### src/rtl/mem_arbiter_if.sv
// Bus bundle between mem_arbiter, its two cache-side requesters and the external memory port.
// The master modport is the arbiter's view; slave is the environment (caches + memory).
interface mem_arbiter_if #(
    parameter int ADDR_W = 32,
    parameter int DATA_W = 256
);
    logic [ADDR_W-1:0] i_addr;
    logic [DATA_W-1:0] i_data_i;
    logic              i_cs;
    logic              i_we;
    logic [DATA_W-1:0] i_data_o;
    logic              i_ack;
    logic              i_err;

    logic [ADDR_W-1:0] d_addr;
    logic [DATA_W-1:0] d_data_i;
    logic              d_cs;
    logic              d_we;
    logic [DATA_W-1:0] d_data_o;
    logic              d_ack;
    logic              d_err;

    logic [ADDR_W-1:0] ext_mem_addr;
    logic [DATA_W-1:0] ext_mem_data_o;
    logic              ext_mem_cs;
    logic              ext_mem_we;
    logic [DATA_W-1:0] ext_mem_data_i;
    logic              ext_mem_ack;

    logic              grant_d;

    modport master (
        input  i_addr, i_data_i, i_cs, i_we,
        input  d_addr, d_data_i, d_cs, d_we,
        input  ext_mem_data_i, ext_mem_ack,
        output i_data_o, i_ack, i_err,
        output d_data_o, d_ack, d_err,
        output ext_mem_addr, ext_mem_data_o, ext_mem_cs, ext_mem_we,
        output grant_d
    );

    modport slave (
        output i_addr, i_data_i, i_cs, i_we,
        output d_addr, d_data_i, d_cs, d_we,
        output ext_mem_data_i, ext_mem_ack,
        input  i_data_o, i_ack, i_err,
        input  d_data_o, d_ack, d_err,
        input  ext_mem_addr, ext_mem_data_o, ext_mem_cs, ext_mem_we,
        input  grant_d
    );
endinterface

### src/rtl/mem_arbiter.sv
// Round-robin arbiter sharing one line-wide memory port between the I-side and D-side caches.
// Define MEM_ARB_TIMEOUT_EN to add a watchdog that aborts unacknowledged transactions.
module mem_arbiter #(
    parameter int TIMEOUT = 64
) (
    input  logic          clk,
    input  logic          rst,
    mem_arbiter_if.master bus
);

    typedef enum logic [1:0] {IDLE, BUSY, RESP} state_t;

    state_t state;
    logic   owner;   // 1 = D; also remembered as last owner for tie-breaks
    logic   sel_d;

    if (TIMEOUT < 2) begin : g_timeout_check
        $error("mem_arbiter: TIMEOUT must be at least 2");
    end

    // On a tie the side that did not win last time gets the port.
    assign sel_d       = bus.d_cs && (!bus.i_cs || !owner);
    assign bus.grant_d = owner;

`ifdef MEM_ARB_TIMEOUT_EN
    localparam int CNT_W = $clog2(TIMEOUT);

    logic [CNT_W-1:0] cnt;
    logic             timed_out;

    assign timed_out = (cnt == CNT_W'(TIMEOUT - 1));
`else
    assign bus.i_err = 1'b0;
    assign bus.d_err = 1'b0;
`endif

    always_ff @(posedge clk or negedge rst) begin
        if (!rst) begin
            state              <= IDLE;
            owner              <= 1'b0;
            bus.ext_mem_addr   <= '0;
            bus.ext_mem_data_o <= '0;
            bus.ext_mem_cs     <= 1'b0;
            bus.ext_mem_we     <= 1'b0;
            bus.i_data_o       <= '0;
            bus.d_data_o       <= '0;
            bus.i_ack          <= 1'b0;
            bus.d_ack          <= 1'b0;
`ifdef MEM_ARB_TIMEOUT_EN
            bus.i_err          <= 1'b0;
            bus.d_err          <= 1'b0;
            cnt                <= '0;
`endif
        end else begin
            bus.i_ack <= 1'b0;
            bus.d_ack <= 1'b0;
`ifdef MEM_ARB_TIMEOUT_EN
            bus.i_err <= 1'b0;
            bus.d_err <= 1'b0;
`endif
            case (state)
                IDLE: begin
                    if (bus.i_cs || bus.d_cs) begin
                        owner              <= sel_d;
                        bus.ext_mem_addr   <= sel_d ? bus.d_addr   : bus.i_addr;
                        bus.ext_mem_data_o <= sel_d ? bus.d_data_i : bus.i_data_i;
                        bus.ext_mem_we     <= sel_d ? bus.d_we     : bus.i_we;
                        bus.ext_mem_cs     <= 1'b1;
                        state              <= BUSY;
`ifdef MEM_ARB_TIMEOUT_EN
                        cnt                <= '0;
`endif
                    end
                end
                BUSY: begin
                    if (bus.ext_mem_ack) begin
                        if (owner) begin
                            bus.d_data_o <= bus.ext_mem_data_i;
                            bus.d_ack    <= 1'b1;
                        end else begin
                            bus.i_data_o <= bus.ext_mem_data_i;
                            bus.i_ack    <= 1'b1;
                        end
                        bus.ext_mem_cs <= 1'b0;
                        bus.ext_mem_we <= 1'b0;
                        state          <= RESP;
                    end
`ifdef MEM_ARB_TIMEOUT_EN
                    // Memory never answered: abort and report an errored completion.
                    else if (timed_out) begin
                        if (owner) begin
                            bus.d_data_o <= '0;
                            bus.d_ack    <= 1'b1;
                            bus.d_err    <= 1'b1;
                        end else begin
                            bus.i_data_o <= '0;
                            bus.i_ack    <= 1'b1;
                            bus.i_err    <= 1'b1;
                        end
                        bus.ext_mem_cs <= 1'b0;
                        bus.ext_mem_we <= 1'b0;
                        state          <= RESP;
                    end else begin
                        cnt <= cnt + 1'b1;
                    end
`endif
                end
                RESP:    state <= IDLE;
                default: state <= IDLE;
            endcase
        end
    end

endmodule

### src/flat_wrapper.sv
// flat-port wrapper written by rule: the top's interface ports become plain ports
module mem_arbiter_flat 
#(
    parameter int TIMEOUT = 64
)
  (clk, rst, bus_i_addr, bus_i_data_i, bus_i_cs, bus_i_we, bus_d_addr, bus_d_data_i, bus_d_cs, bus_d_we, bus_ext_mem_data_i, bus_ext_mem_ack, bus_i_data_o, bus_i_ack, bus_i_err, bus_d_data_o, bus_d_ack, bus_d_err, bus_ext_mem_addr, bus_ext_mem_data_o, bus_ext_mem_cs, bus_ext_mem_we, bus_grant_d);
  mem_arbiter_if #(.ADDR_W(32), .DATA_W(256)) bus_i ();
  input  logic clk;
  input  logic rst;
  input wire logic [$bits(bus_i.i_addr)-1:0] bus_i_addr;
  input wire logic [$bits(bus_i.i_data_i)-1:0] bus_i_data_i;
  input wire logic [$bits(bus_i.i_cs)-1:0] bus_i_cs;
  input wire logic [$bits(bus_i.i_we)-1:0] bus_i_we;
  input wire logic [$bits(bus_i.d_addr)-1:0] bus_d_addr;
  input wire logic [$bits(bus_i.d_data_i)-1:0] bus_d_data_i;
  input wire logic [$bits(bus_i.d_cs)-1:0] bus_d_cs;
  input wire logic [$bits(bus_i.d_we)-1:0] bus_d_we;
  input wire logic [$bits(bus_i.ext_mem_data_i)-1:0] bus_ext_mem_data_i;
  input wire logic [$bits(bus_i.ext_mem_ack)-1:0] bus_ext_mem_ack;
  output wire logic [$bits(bus_i.i_data_o)-1:0] bus_i_data_o;
  output wire logic [$bits(bus_i.i_ack)-1:0] bus_i_ack;
  output wire logic [$bits(bus_i.i_err)-1:0] bus_i_err;
  output wire logic [$bits(bus_i.d_data_o)-1:0] bus_d_data_o;
  output wire logic [$bits(bus_i.d_ack)-1:0] bus_d_ack;
  output wire logic [$bits(bus_i.d_err)-1:0] bus_d_err;
  output wire logic [$bits(bus_i.ext_mem_addr)-1:0] bus_ext_mem_addr;
  output wire logic [$bits(bus_i.ext_mem_data_o)-1:0] bus_ext_mem_data_o;
  output wire logic [$bits(bus_i.ext_mem_cs)-1:0] bus_ext_mem_cs;
  output wire logic [$bits(bus_i.ext_mem_we)-1:0] bus_ext_mem_we;
  output wire logic [$bits(bus_i.grant_d)-1:0] bus_grant_d;
  assign bus_i.i_addr = bus_i_addr;
  assign bus_i.i_data_i = bus_i_data_i;
  assign bus_i.i_cs = bus_i_cs;
  assign bus_i.i_we = bus_i_we;
  assign bus_i.d_addr = bus_d_addr;
  assign bus_i.d_data_i = bus_d_data_i;
  assign bus_i.d_cs = bus_d_cs;
  assign bus_i.d_we = bus_d_we;
  assign bus_i.ext_mem_data_i = bus_ext_mem_data_i;
  assign bus_i.ext_mem_ack = bus_ext_mem_ack;
  assign bus_i_data_o = bus_i.i_data_o;
  assign bus_i_ack = bus_i.i_ack;
  assign bus_i_err = bus_i.i_err;
  assign bus_d_data_o = bus_i.d_data_o;
  assign bus_d_ack = bus_i.d_ack;
  assign bus_d_err = bus_i.d_err;
  assign bus_ext_mem_addr = bus_i.ext_mem_addr;
  assign bus_ext_mem_data_o = bus_i.ext_mem_data_o;
  assign bus_ext_mem_cs = bus_i.ext_mem_cs;
  assign bus_ext_mem_we = bus_i.ext_mem_we;
  assign bus_grant_d = bus_i.grant_d;
  mem_arbiter #(.TIMEOUT(TIMEOUT)) u_core (.clk(clk), .rst(rst), .bus(bus_i));
endmodule
### config.mk
export PLATFORM = sky130hd
export DESIGN_NAME = mem_arbiter_flat
export DESIGN_NICKNAME = d
export VERILOG_FILES = /design/src/rtl/mem_arbiter_if.sv /design/src/rtl/mem_arbiter.sv /design/src/flat_wrapper.sv
export SDC_FILE = /design/constraint.sdc
export NUM_CORES = 1
export LEC_CHECK = 0
export BUFFER_PORTS_ARGS = -buffer_cell sky130_fd_sc_hd__clkbuf_2
export CORE_AREA = 2 2 648 650
export DETAILED_ROUTE_END_ITERATION = 10
export DIE_AREA = 0 0 650 652
export HOLD_SLACK_MARGIN = 0.08
export PLACE_DENSITY = 0.3
export SYNTH_ARGS = -nofsm -noshare
export SYNTH_HDL_FRONTEND = slang
export SYNTH_SLANG_ARGS = --single-unit
### constraint.sdc
create_clock -name clk -period 4.3 [get_ports clk]
set_clock_uncertainty 0.1 [all_clocks]
set_input_delay 0.86 -clock clk [delete_from_list [all_inputs] [get_ports clk]]
set_output_delay 0.86 -clock clk [all_outputs]
set_load 0.02 [all_outputs]
==> summary.txt <==
Logic synthesis
  – Sequential share of the synthesized area: 60.8%
  – Gate Count Post-Synth: 2035
  – Cell area after synthesis: 33200 um2
  – Post-synthesis compound-gate area fraction: 0.0828%
  – Combinational family with the most area after synthesis: multiplexers
  – Simple-gate portion of the synthesized area: 0.109%
  – Syn avg cell area: 16.3 um2
  – Post-synthesis mux area share: 37.0%
  – Yosys cell types: 18
  – Flops & latches, synth: 807
  – Ys Warns: 0
  – XOR/XNOR Fraction of Synth Area: 0%
  – Post-Synth Adder-Cell Area: 0%

Placement
  – Dpl ws: 0.446 ns
  – Post-DP HPWL: 221 mm
  – Placer Congestion: 0.947
  – Placed cells: 9127
  – Buffers on Ports: 1643
  – Post-place instance area: 48500 um2

Floorplan
  – Initial core utilization: 7.99%
  – I/O pin count: 1646
  – Die Span Y: 652 um
  – Core Rows: 237
  – Core footprint: 416000 um2
  – Die X: 650 um
  – Full die area: 424000 um2

CTS
  – Root buffer cell: clkbuf_16
  – CTS resizes: 0
  – CTS tree: done
  – CTS H-tree depth: 3
  – CTS Buf Count: 114
  – Post-CTS Setup Bufs: 0
  – Clock sinks: 807
  – Clk slew on worst S/H paths: 0.05 ns
  – Clock buffer depth: 4
  – Worst-Skew Late Latency: 0.85 ns

Route
  – TritonRoute pass-1 iters: 4
  – Avg WL per Cell: 27.0 um
  – WL final: 256 mm
  – DR iter-0 viols: 1103
  – Routed Antenna Nets: 0
  – Via density: 2.74
  – Vias after detailed routing: 26020
  – # DRC: 0

Critical path
  – Critical Path Source Type: input pin
  – R2R cell count: 5
  – Reg2reg end: u_core.bus.i_data_o[0]
  – Reg-to-Reg Start: u_core.state[1]
  – Flop2flop setup slack: 1.39 ns
  – CP endpoint kind: flip-flop
  – Worst-path fanout max: 30
  – WS Path Type: in2reg
  – Arrival @ worst endpoint: 3.85 ns
  – Worst EP required: 4.91 ns

Power
  – Combinational share of power: 45.2%
  – Sequential group share of total power: 31.8%
  – Switching Share: 43.2%
  – Power Density: 815 nW/um2
  – P_sw: 18900 uW
  – Pint: 24900 uW
  – Cell leakage power: 0.0235 uW
  – Clk pwr share: 23.0%
  – Maximum vdd drop: 0.354 mV

GRT
  – First-pass GRT wire length: 322 mm
  – Initial antenna violation count: 190
  – Number of global-route vias before repair: 27929
  – Largest net degree at the start of global routing: 117
  – GRT overflow: 0
  – All-Layer GR Usage: 11.7%

Timing
  – Max Transition Viols Final: 0
  – Endpoints failing setup: 0
  – Slew @ Worst Pin: 1.14 ns
  – Final WS setup: 1.06 ns
  – Final worst path period need: 3.24 ns
  – Final TNS setup: 0 ns
  – Fin. Hold Viols: 0
  – Period utilisation layout: 75.3%
  – Hold Slack: 0.204 ns
  – RSZ-0062 raised after global routing: no
  – Peak Freq: 309 MHz
  – Worst relative slew slack: 23.8%

Min path
  – HP Class: in2reg
  – Hold path depth: 2
  – Hold Path Origin: bus_ext_mem_data_i[38]
  – Hold endpoint: u_core.bus.i_data_o[38]

Cells and area
  – Fin nets: 4706
  – Fraction of layout cells with a size suffix above 1: 73.2%
  – Synthesis-to-finish area growth: 61.7%
  – Final Instance Area: 53700 um2
  – Fin cells: 9480

Run
  – Max cap viols: 0

Status
  – Outcome: finished clean
==> synthesized netlist by cell type <==
library cell	instances	area (um2)
nand3b_1	1	7.51
o21a_1	1	7.51
mux2_1	100	1130
mux2_2	988	11100
nand2_1	3	11.3
buf_6	12	135
a21bo_1	1	10.0
dfrtp_1	807	20200
mux2i_1	3	30.0
inv_1	2	7.51
conb_1	1	3.75
nor2_1	3	11.3
buf_4	2	15.0
buf_1	1	3.75
clkbuf_1	4	15.0
o21ai_0	2	10.0
buf_2	103	515
nand2b_1	1	6.26
==> cells in the final DEF, fill, tap and decap left out, types with 2 or more instances in the layout <==
master / n
clkbuf_2: 1642
mux2_2: 988
dfrtp_1: 807
dlygate4sd3_1: 121
clkbuf_16: 114
mux2_1: 100
buf_4: 49
diode_2: 29
clkbuf_8: 27
buf_12: 24
clkinv_2: 20
clkbuf_1: 17
bufinv_16: 12
clkinvlp_4: 7
mux2i_1: 3
nand2_1: 3
inv_16: 3
inv_1: 2
nor2_4: 2
conb_1: 2
clkinv_4: 2
==> state kept, by name (all words and copies together), names as in the netlist <==
name / count
u_core.bus.ext_mem_addr: 32
u_core.bus.i_data_o: 256
u_core.bus.ext_mem_cs: 1
u_core.bus.grant_d: 1
u_core.bus.d_ack: 1
u_core.bus.d_data_o: 256
u_core.bus.i_ack: 1
u_core.bus.ext_mem_data_o: 256
u_core.state: 2
u_core.bus.ext_mem_we: 1
==> per-layer routing <==
layer | global-route usage (%) | up-vias | wire [um]
li1 | - | 11056 | -
met1 | 12.3 | 13216 | 92400
met2 | 21.6 | 1258 | 134000
met3 | 4.63 | 418 | 22700
met4 | 2.46 | 72 | 6520
met5 | 0 | - | 448
==> worst max-delay path by stage <==
stage,startpoint,to,slack (ns),cells after the start
floorplan,bus_d_cs,u_core.bus.ext_mem_addr[11],1.97,5
global placement,bus_ext_mem_ack,u_core.bus.i_data_o[47],0.47,6
detailed placement,bus_ext_mem_ack,u_core.bus.i_data_o[46],0.45,6
CTS,bus_ext_mem_ack,u_core.bus.i_data_o[47],0.68,7
global route,bus_ext_mem_ack,u_core.bus.i_data_o[68],0.75,7
finish,bus_ext_mem_ack,u_core.bus.i_data_o[0],1.06,7
==> kinds of logic (layout without fill, tap and decap cells) <==
family                 count (synthesis)  count (layout)
other                                  1              31
DFF                                  807             807
AOI/OAI and AO/OA                      4               4
and+or+nand+nor                        8               8
buffers and inverters                124            2042
muxes                               1091            1091
==> critical path: stages <==
cell           delay (ns)
dlygate4sd3_1        0.61
clkbuf_2             0.17
nand3b_1             0.47
nor2_4               0.58
buf_12               0.25
buf_4                0.42
mux2_2               0.39
==> metrics by stage <==
stage	total power (uW)	util, %
floorplan	24300	-
global placement	34500	11.7
detailed placement	34600	11.7
CTS	45300	12.9
global route	46300	12.9
finish	43800	12.9
==> power by group through the flow <==
| stage | sequential [uW] | combinational (uW) | clock, uW |
|---|---|---|---|
| floorplan | 18300 | 5970 | 0 |
| global placement | 14000 | 20500 | 0 |
| detailed placement | 14100 | 20500 | 0 |
| CTS | 14000 | 20700 | 10600 |
| global route | 14500 | 21000 | 10800 |
| finish | 13900 | 19800 | 10100 |
==> cell type report <==
class | instances | area, um2
clock inverters | 45 | 621
inverters | 2 | 7.51
clock buffers | 158 | 3290
well taps | 5497 | 6880
multi-input cells | 1105 | 12400
diodes | 29 | 72.6
flip-flops and latches | 807 | 20200
fillers | 47211 | 362000
repair buffers | 1837 | 10300
==> what timing repair did <==
action                                  CTS  global route
endpoints found under the setup margin    0             0
endpoints found under the hold margin   253             0
hold buffers                            121             0
No activity file was read; power rests on OpenSTA's default activity.
